<file path="src/rtl/fsm_seq_engine.sv">
// Table-programmable Moore sequencer: each entry selects a condition bit, branches to
// one of two successors, drives a position code and holds for a programmable dwell.
module fsm_seq_engine #(
    parameter int N_STATES = 16,
    parameter int COND_W   = 8,
    parameter int POS_W    = 2,
    parameter int DWELL_W  = 4,
    parameter int CNT_W    = 16,
    localparam int SW      = (N_STATES > 1) ? $clog2(N_STATES) : 1,
    localparam int CSW     = (COND_W > 1) ? $clog2(COND_W) : 1
) (
    input  logic               clk,
    input  logic               rst,
    input  logic               start,
    input  logic               stop,
    input  logic               loop,
    input  logic [COND_W-1:0]  cond,
    input  logic               cfg_we,
    input  logic [SW-1:0]      cfg_addr,
    input  logic               cfg_uncond,
    input  logic [CSW-1:0]     cfg_sel,
    input  logic [SW-1:0]      cfg_nt,
    input  logic [SW-1:0]      cfg_nf,
    input  logic [POS_W-1:0]   cfg_pos,
    input  logic [DWELL_W-1:0] cfg_dwell,
    output logic               busy,
    output logic [SW-1:0]      state_idx,
    output logic [POS_W-1:0]   pos,
    output logic               done,
    output logic [CNT_W-1:0]   step_cnt,
    output logic               err
);

    typedef struct packed {
        logic               uncond;
        logic [CSW-1:0]     sel;
        logic [SW-1:0]      nt;
        logic [SW-1:0]      nf;
        logic [POS_W-1:0]   pos;
        logic [DWELL_W-1:0] dwell;
    } entry_t;

    typedef enum logic {IDLE, RUN} eng_t;

    localparam int                NS_I     = N_STATES;
    localparam int                CW_I     = COND_W;
    localparam logic [SW:0]       ST_LIM   = NS_I[SW:0];
    localparam logic [CSW:0]      COND_LIM = CW_I[CSW:0];
    localparam entry_t            ENT_RST  = entry_t'{1'b1, '0, '0, '0, '0, '0};

    entry_t               tbl [N_STATES];
    entry_t               wr_ent;
    entry_t               cur;
    entry_t               ent0;
    entry_t               tgt_ent;
    eng_t                 state;
    logic [DWELL_W-1:0]   dwell_cnt;
    logic                 sel_bad;
    logic                 take;
    logic [SW-1:0]        nxt;
    logic                 oor;
    logic [SW-1:0]        tgt;
    logic                 wrap;

    assign wr_ent = entry_t'{cfg_uncond, cfg_sel, cfg_nt, cfg_nf, cfg_pos, cfg_dwell};

    // Table: writes only land while idle; an out-of-range address is dropped.
    always_ff @(posedge clk) begin
        if (rst) begin
            for (int i = 0; i < N_STATES; i++) tbl[i] <= ENT_RST;
        end else if (cfg_we && !busy && ({1'b0, cfg_addr} < ST_LIM)) begin
            tbl[cfg_addr] <= wr_ent;
        end
    end

    // state_idx is only ever loaded with in-range indices, so this read is safe.
    always_comb begin
        cur     = tbl[state_idx];
        sel_bad = !cur.uncond && ({1'b0, cur.sel} >= COND_LIM);
        take    = cur.uncond || (!sel_bad && cond[cur.sel]);
        nxt     = take ? cur.nt : cur.nf;
        oor     = sel_bad || ({1'b0, nxt} >= ST_LIM);
        tgt     = oor ? '0 : nxt;
        tgt_ent = tbl[tgt];
        wrap    = !oor && (nxt == '0);
        // A same-cycle write to entry 0 must be seen by the start it accompanies.
        ent0    = (cfg_we && cfg_addr == '0) ? wr_ent : tbl[0];
    end

    always_ff @(posedge clk) begin
        if (rst) begin
            state     <= IDLE;
            busy      <= 1'b0;
            state_idx <= '0;
            pos       <= '0;
            done      <= 1'b0;
            step_cnt  <= '0;
            err       <= 1'b0;
            dwell_cnt <= '0;
        end else begin
            done <= 1'b0;
            case (state)
                IDLE: begin
                    if (start) begin
                        state     <= RUN;
                        busy      <= 1'b1;
                        state_idx <= '0;
                        pos       <= ent0.pos;
                        dwell_cnt <= ent0.dwell;
                        step_cnt  <= '0;
                        err       <= 1'b0;
                    end
                end
                RUN: begin
                    if (cfg_we) err <= 1'b1;
                    if (stop) begin
                        state     <= IDLE;
                        busy      <= 1'b0;
                        state_idx <= '0;
                        pos       <= '0;
                        dwell_cnt <= '0;
                    end else if (dwell_cnt != '0) begin
                        dwell_cnt <= dwell_cnt - 1'b1;
                    end else begin
                        if (step_cnt != '1) step_cnt <= step_cnt + 1'b1;
                        if (oor) err <= 1'b1;
                        if (wrap) done <= 1'b1;
                        // Single-shot wrap finishes; step_cnt keeps its final count.
                        if (wrap && !loop) begin
                            state     <= IDLE;
                            busy      <= 1'b0;
                            state_idx <= '0;
                            pos       <= '0;
                            dwell_cnt <= '0;
                        end else begin
                            state_idx <= tgt;
                            pos       <= tgt_ent.pos;
                            dwell_cnt <= tgt_ent.dwell;
                        end
                    end
                end
                default: state <= IDLE;
            endcase
        end
    end

endmodule
</file>
<file path="config.mk">
export PLATFORM = sky130hd
export DESIGN_NAME = fsm_seq_engine
export DESIGN_NICKNAME = d
export VERILOG_FILES = /design/src/rtl/fsm_seq_engine.sv
export SDC_FILE = /design/constraint.sdc
export NUM_CORES = 1
export LEC_CHECK = 0
export ABC_CLOCK_PERIOD_IN_PS = 4000
export BUFFER_PORTS_ARGS = -buffer_cell sky130_fd_sc_hd__buf_2
export CAP_MARGIN = 20
export CORE_ASPECT_RATIO = 0.8
export CORE_MARGIN = 2
export CORE_UTILIZATION = 25
export DETAILED_ROUTE_END_ITERATION = 10
export PLACE_DENSITY_LB_ADDON = 0.25
export SETUP_SLACK_MARGIN = 0.5
export SLEW_MARGIN = 0
export SYNTH_ARGS = -nofsm -noshare
export SYNTH_HDL_FRONTEND = slang
export SYNTH_SLANG_ARGS = --single-unit
</file>
<file path="constraint.sdc">
create_clock -name clk -period 4 [get_ports clk]
set_input_delay 0.8 -clock clk [delete_from_list [all_inputs] [get_ports clk]]
set_output_delay 0.8 -clock clk [all_outputs]
set_load 0.02 [all_outputs]
</file>
# Word-level counts from Yosys, hierarchy flattened
# Memory sizes are Yosys's and may differ from the RTL's. A register that Yosys moved wholly into a read port is not among the register bits.
# Index checks and enable logic that the tools add are counted.
[classes]
n_mux = 48
n_addsub = 2
n_eq_ne = 8
bitwise = 1
n_reduce_logical = 15
n_lt_le_gt_ge = 1
[ops]
columns = ["cell", "n"]
rows = [
  ["2-to-1 mux 16 bit", 4],
  ["2-to-1 mux 4 bit", 12],
  ["one-hot mux 16 bit (2 select lines)", 1],
  ["2-to-1 mux 1 bit", 18],
  ["2-to-1 mux 18 bit", 1],
  ["OR reduction 18 bit", 1],
  ["adder 16 x 1 -> 16 bit, second input constant", 1],
  ["!= test 16 bit, second input constant", 1],
  ["one-hot mux 4 bit (2 select lines)", 2],
  ["zero test 4 bit", 2],
  ["2-to-1 mux 2 bit", 4],
  ["!= test 2 bit, second input constant", 4],
  ["2-to-1 mux 6 bit", 1],
  ["one-hot mux 1 bit (2 select lines)", 3],
  ["less-than comparator 3 x 4 -> 1 bit, second input constant", 1],
  ["one-hot mux 2 bit (2 select lines)", 1],
  ["AND reduction 2 bit", 2],
  ["AND reduction 4 bit", 1],
  ["nonzero test 4 bit", 1],
  ["OR reduction 4 bit", 1],
  ["subtractor 4 x 1 -> 4 bit, second input constant", 1],
  ["binary-select mux 1 bit (select 3 bit)", 1],
  ["logical AND 1 bit", 3],
  ["!= test 3 x 2 -> 1 bit, second input constant", 1],
  ["other kinds (6)", 7],
]
[totals]
reg_bits = 30
inputBits = 36
output_inout_bits = 25
ram_bits = 288
memories = 1
[memory_table]
columns = ["name", "depth", "word_bits", "rd", "rd_clocked_by_memory_dff", "wr", "line_no", "source"]
rows = [
  ["tbl", 16, 18, 3, 1, 16, "51", "entry_t tbl [N_STATES];"],
]

# Depth between registers and ports, before layout
[depth]
word_depth = 12
depth_mapped = 17
mapped_depth_nobuf = 12

# Worst setup path after synthesis
# OpenSTA, ideal clock, no wires.
[synth_timing]
kind = "register to register"
start = "register (tool-made name)"
end = "register pos[1]"
t_required_ns = 3.921
setup_time_ns = 0.079
path_slack_ns = 0.576
t_arrival_ns = 3.345
n_path_buf = 5
path_stages_with_launch = 13
period_less_slack_ns = 3.424
cell_sequence = "dfxtp_1 -> buf_6 -> buf_6 -> buf_2 -> buf_2 -> mux4_2 -> mux4_2 -> nor2b_1 -> a21o_1 -> clkbuf_1 -> a222oi_1 -> a41oi_1 -> a211oi_2"
[synth_rtl]
columns = ["element", "line_no", "source"]
rows = [
  ["end signal: assignment", "108", "pos <= ent0.pos;"],
  ["end signal: assignment", "137", "pos <= tgt_ent.pos;"],
  ["end: declaration", "28", "output logic [POS_W-1:0] pos,"],
]

==> metrics <==
Vias=8,999; Placeable Area=59,460 um^2; post-route DRC violation count=0; Worst Tran Pin Value=0.6561 ns; Chip Width=277.6 um; worst-case clock buffer depth=3; top_reg_cell synth=edfxtp_1; status=completed; total grt overflow=0; Setup TNS=0 ns; # H-tree levels=2; initial antenna violation count=2; WL met2=19.76 mm; instance count of the mapped netlist=1,076; hold path startpoint=err$_SDFFE_PP0P_; drt first pass iters=5; Max VDD drop=244.4 uV; syn_area_per_cell=13.92 um^2; worst min-delay path class=reg -> reg; PortBufs=60; wire length per cell=21.64 um; Yosys top cell by area=edfxtp_1; number of distinct library cells after synthesis=57; CTS root buf=clkbuf_16; CP max FO=11; Total GRT Usage=0.1390; I/O Pins=61; CP required=4.43 ns; vias per inst=4.547; First DRT Iteration DRCs=799; Initial Util=0.2519; top sig layer=met5; Metal-1 WL=20.50 mm; flop-to-flop setup slack=0.20 ns; Setup crit end kind=flop; routed wire length=42.83 mm; crit start category=flop; DIE AREA=61,880 um^2; fraction of layout cells with a size suffix above 1=0.2429; Max Cap Viol=0; Relative slew margins=0.5626; Hold Vio Cnt, Final=0; worst-skew pair later-pin latency=0.56 ns; EDFF count, synth=288; area of the multi-input gates=5418 um^2; syn_nets=1,115; Hold Path Stages=2; yosys warns=0; Post-synth ARST share=0; ANT nets after route=0; worst r2r path cells=16; row cnt=80; Final Critical Period=3.796 ns; routed wl met3=1.791 mm; Lkg Pwr=6.396 nW; Max Transition Viols Final=0; Chip Height=222.9 um; core occupancy in the finished layout=0.3010; Cell Area, Synth=14,970 um^2; Peak Freq=263.4 MHz; Final #Nets=1,211; Layout Skew=0.02456 ns; P&R area growth vs syn=19.50%; # fillers=5,972; largest net degree at the start of global routing=35; CTS tree=done; first-pass GRT wire length=63.54 mm; RSZ-0062 raised after global routing=yes; crit path kind=reg -> reg; placer congestion estimate=0.8204; Yosys reg bits=322; Sink Count=322; setup violators final=0; TritonCTS Buffers=37; Hold EP=err$_SDFFE_PP0P_; Synth top area share=0.5775; CP arrival=4.23 ns; vias in the first global route=9,113; Clock transition at path regs=0.06 ns; Sequential cell area=9334 um^2; Area contributors post-synth=edfxtp_1, and2_1, mux4_2; pwr dens=437.2 nW/um^2; number of hold buffers added after CTS=0; Tcrit/Tclk final=0.9491; reg-to-reg endpoint=dwell_cnt[2]$_SDFFE_PP0P_; DPL Wire Length=26.86 mm; register area share after synthesis=0.6230
==> synthesized netlist by cell type, drive strengths merged, types with 3 or more instances <==
library cell	count
o21ai	15
mux4	50
or2	18
clkbuf	49
nand2b	5
o31ai	3
a211oi	5
and4	4
nor2b	6
dfxtp	34
and2	274
mux2i	52
mux2	24
a21boi	3
a21oi	20
nor3b	4
a21o	4
xor2	11
inv	7
a222oi	5
nand3	16
edfxtp	288
a31oi	6
or3	20
a22oi	10
buf	19
nor3	3
nand2	36
nand4	4
nor2	51
ha	3
==> final cells by class <==
cell class,instances,area share
clock inverters,16,0.009999
multi-input cells,679,0.3028
flip-flops and latches,322,0.5216
well taps,779,0.05447
clock buffers,49,0.05594
repair buffers,125,0.05349
diodes,2,0.0002797
inverters,7,0.001468
==> layout by cell type, fill, tap and decap left out, types with 6 or more instances in the layout <==
master       n
clkbuf_16   37
edfxtp_1   288
mux2_1       6
or3_1       20
buf_4       48
mux2i_2      6
dfxtp_1     32
nor2_1      51
xor2_1      11
buf_12       6
inv_1        7
nand2_1     36
a22oi_1      7
mux4_2      50
o21ai_0     13
mux2_2      13
a21oi_1     19
buf_6        7
nand3_1     16
buf_2       60
and2_1     274
clkbuf_1     9
or2_2       18
mux2i_1     44
==> metrics by stage <==
stage               cells  hold WS, ns  worst slack, ns  power (mW)  instance area, um^2
detailed placement   1879       0.4828          0.09354       4.471                16240
global route         1978       0.5243          0.09147       8.067                17890
CTS                  1971       0.4989           0.2517       7.896                17810
global placement     1879       0.4807           0.2064       4.468                16240
finish               1979       0.4934           0.2035       7.824                17890
floorplan            1076       0.5497           0.5756       4.228                14970
==> logic make-up (layout without fill, tap and decap cells) <==
family,Yosys count,in the layout,share of synthesized area
buf+inv,75,197,0.02340
xor+xnor,13,13,0.007604
mux,126,126,0.1288
simple gates,448,448,0.1733
compound gates,89,89,0.04144
fa+ha+maj,3,3,0.002507
flops,322,322,0.6230
other cells,0,2,0
==> routing by layer <==
metal  up-vias  GRT usage
li1       4148          -
met1      4569     0.2004
met2       230     0.2208
met3        50    0.01623
met4         2    0.03923
met5         -          0
==> worst max-delay path, stage by stage, from the launching register on <==
cell      delay [ns]
dfxtp_4         0.39
buf_8           0.15
mux4_2          0.51
mux2i_2         0.20
mux2i_2         0.13
a211o_1         0.31
a211oi_2        0.14
a41o_2          0.19
o21ai_4         0.09
a21boi_4        0.22
buf_4           0.15
buf_6           0.10
buf_12          0.13
mux2_1          0.34
a22oi_2         0.19
nand2_1         0.12
a221o_1         0.32
==> state kept, by name, summed over array words and instances (netlist names), named ones only <==
signal	flops
state	1
done	1
state_idx	4
pos	2
dwell_cnt	4
tbl	288
step_cnt	16
err	1
busy	1
==> report_power, final <==
part | total [mW] | internal, mW | leakage, nW | switching [mW]
combinational | 0.631 | 0.243 | 2.66 | 0.388
sequential | 3.84 | 3.79 | 3.16 | 0.0509
clock | 3.35 | 1.96 | 0.577 | 1.39
total | 7.82 | 5.99 | 6.40 | 1.83
==> worst max path at each step <==
stage | endpoint | slack [ns] | depth (start not counted)
2_1_floorplan | pos[1]$_SDFFE_PP0P_ | 0.58 | 12
3_3_place_gp | pos[1]$_SDFFE_PP0P_ | 0.21 | 13
3_5_place_dp | pos[1]$_SDFFE_PP0P_ | 0.09 | 12
4_1_cts | pos[1]$_SDFFE_PP0P_ | 0.25 | 14
5_1_grt | pos[1]$_SDFFE_PP0P_ | 0.09 | 15
6_report | dwell_cnt[2]$_SDFFE_PP0P_ | 0.20 | 16
==> repair_timing <==
item,4_1_cts,5_1_grt
pin swaps,11,12
endpoints found under the setup margin,7,8
gates cloned,2,0
resized for setup,27,11
buffers inserted,25,6
No activity file was read; power rests on OpenSTA's default activity.
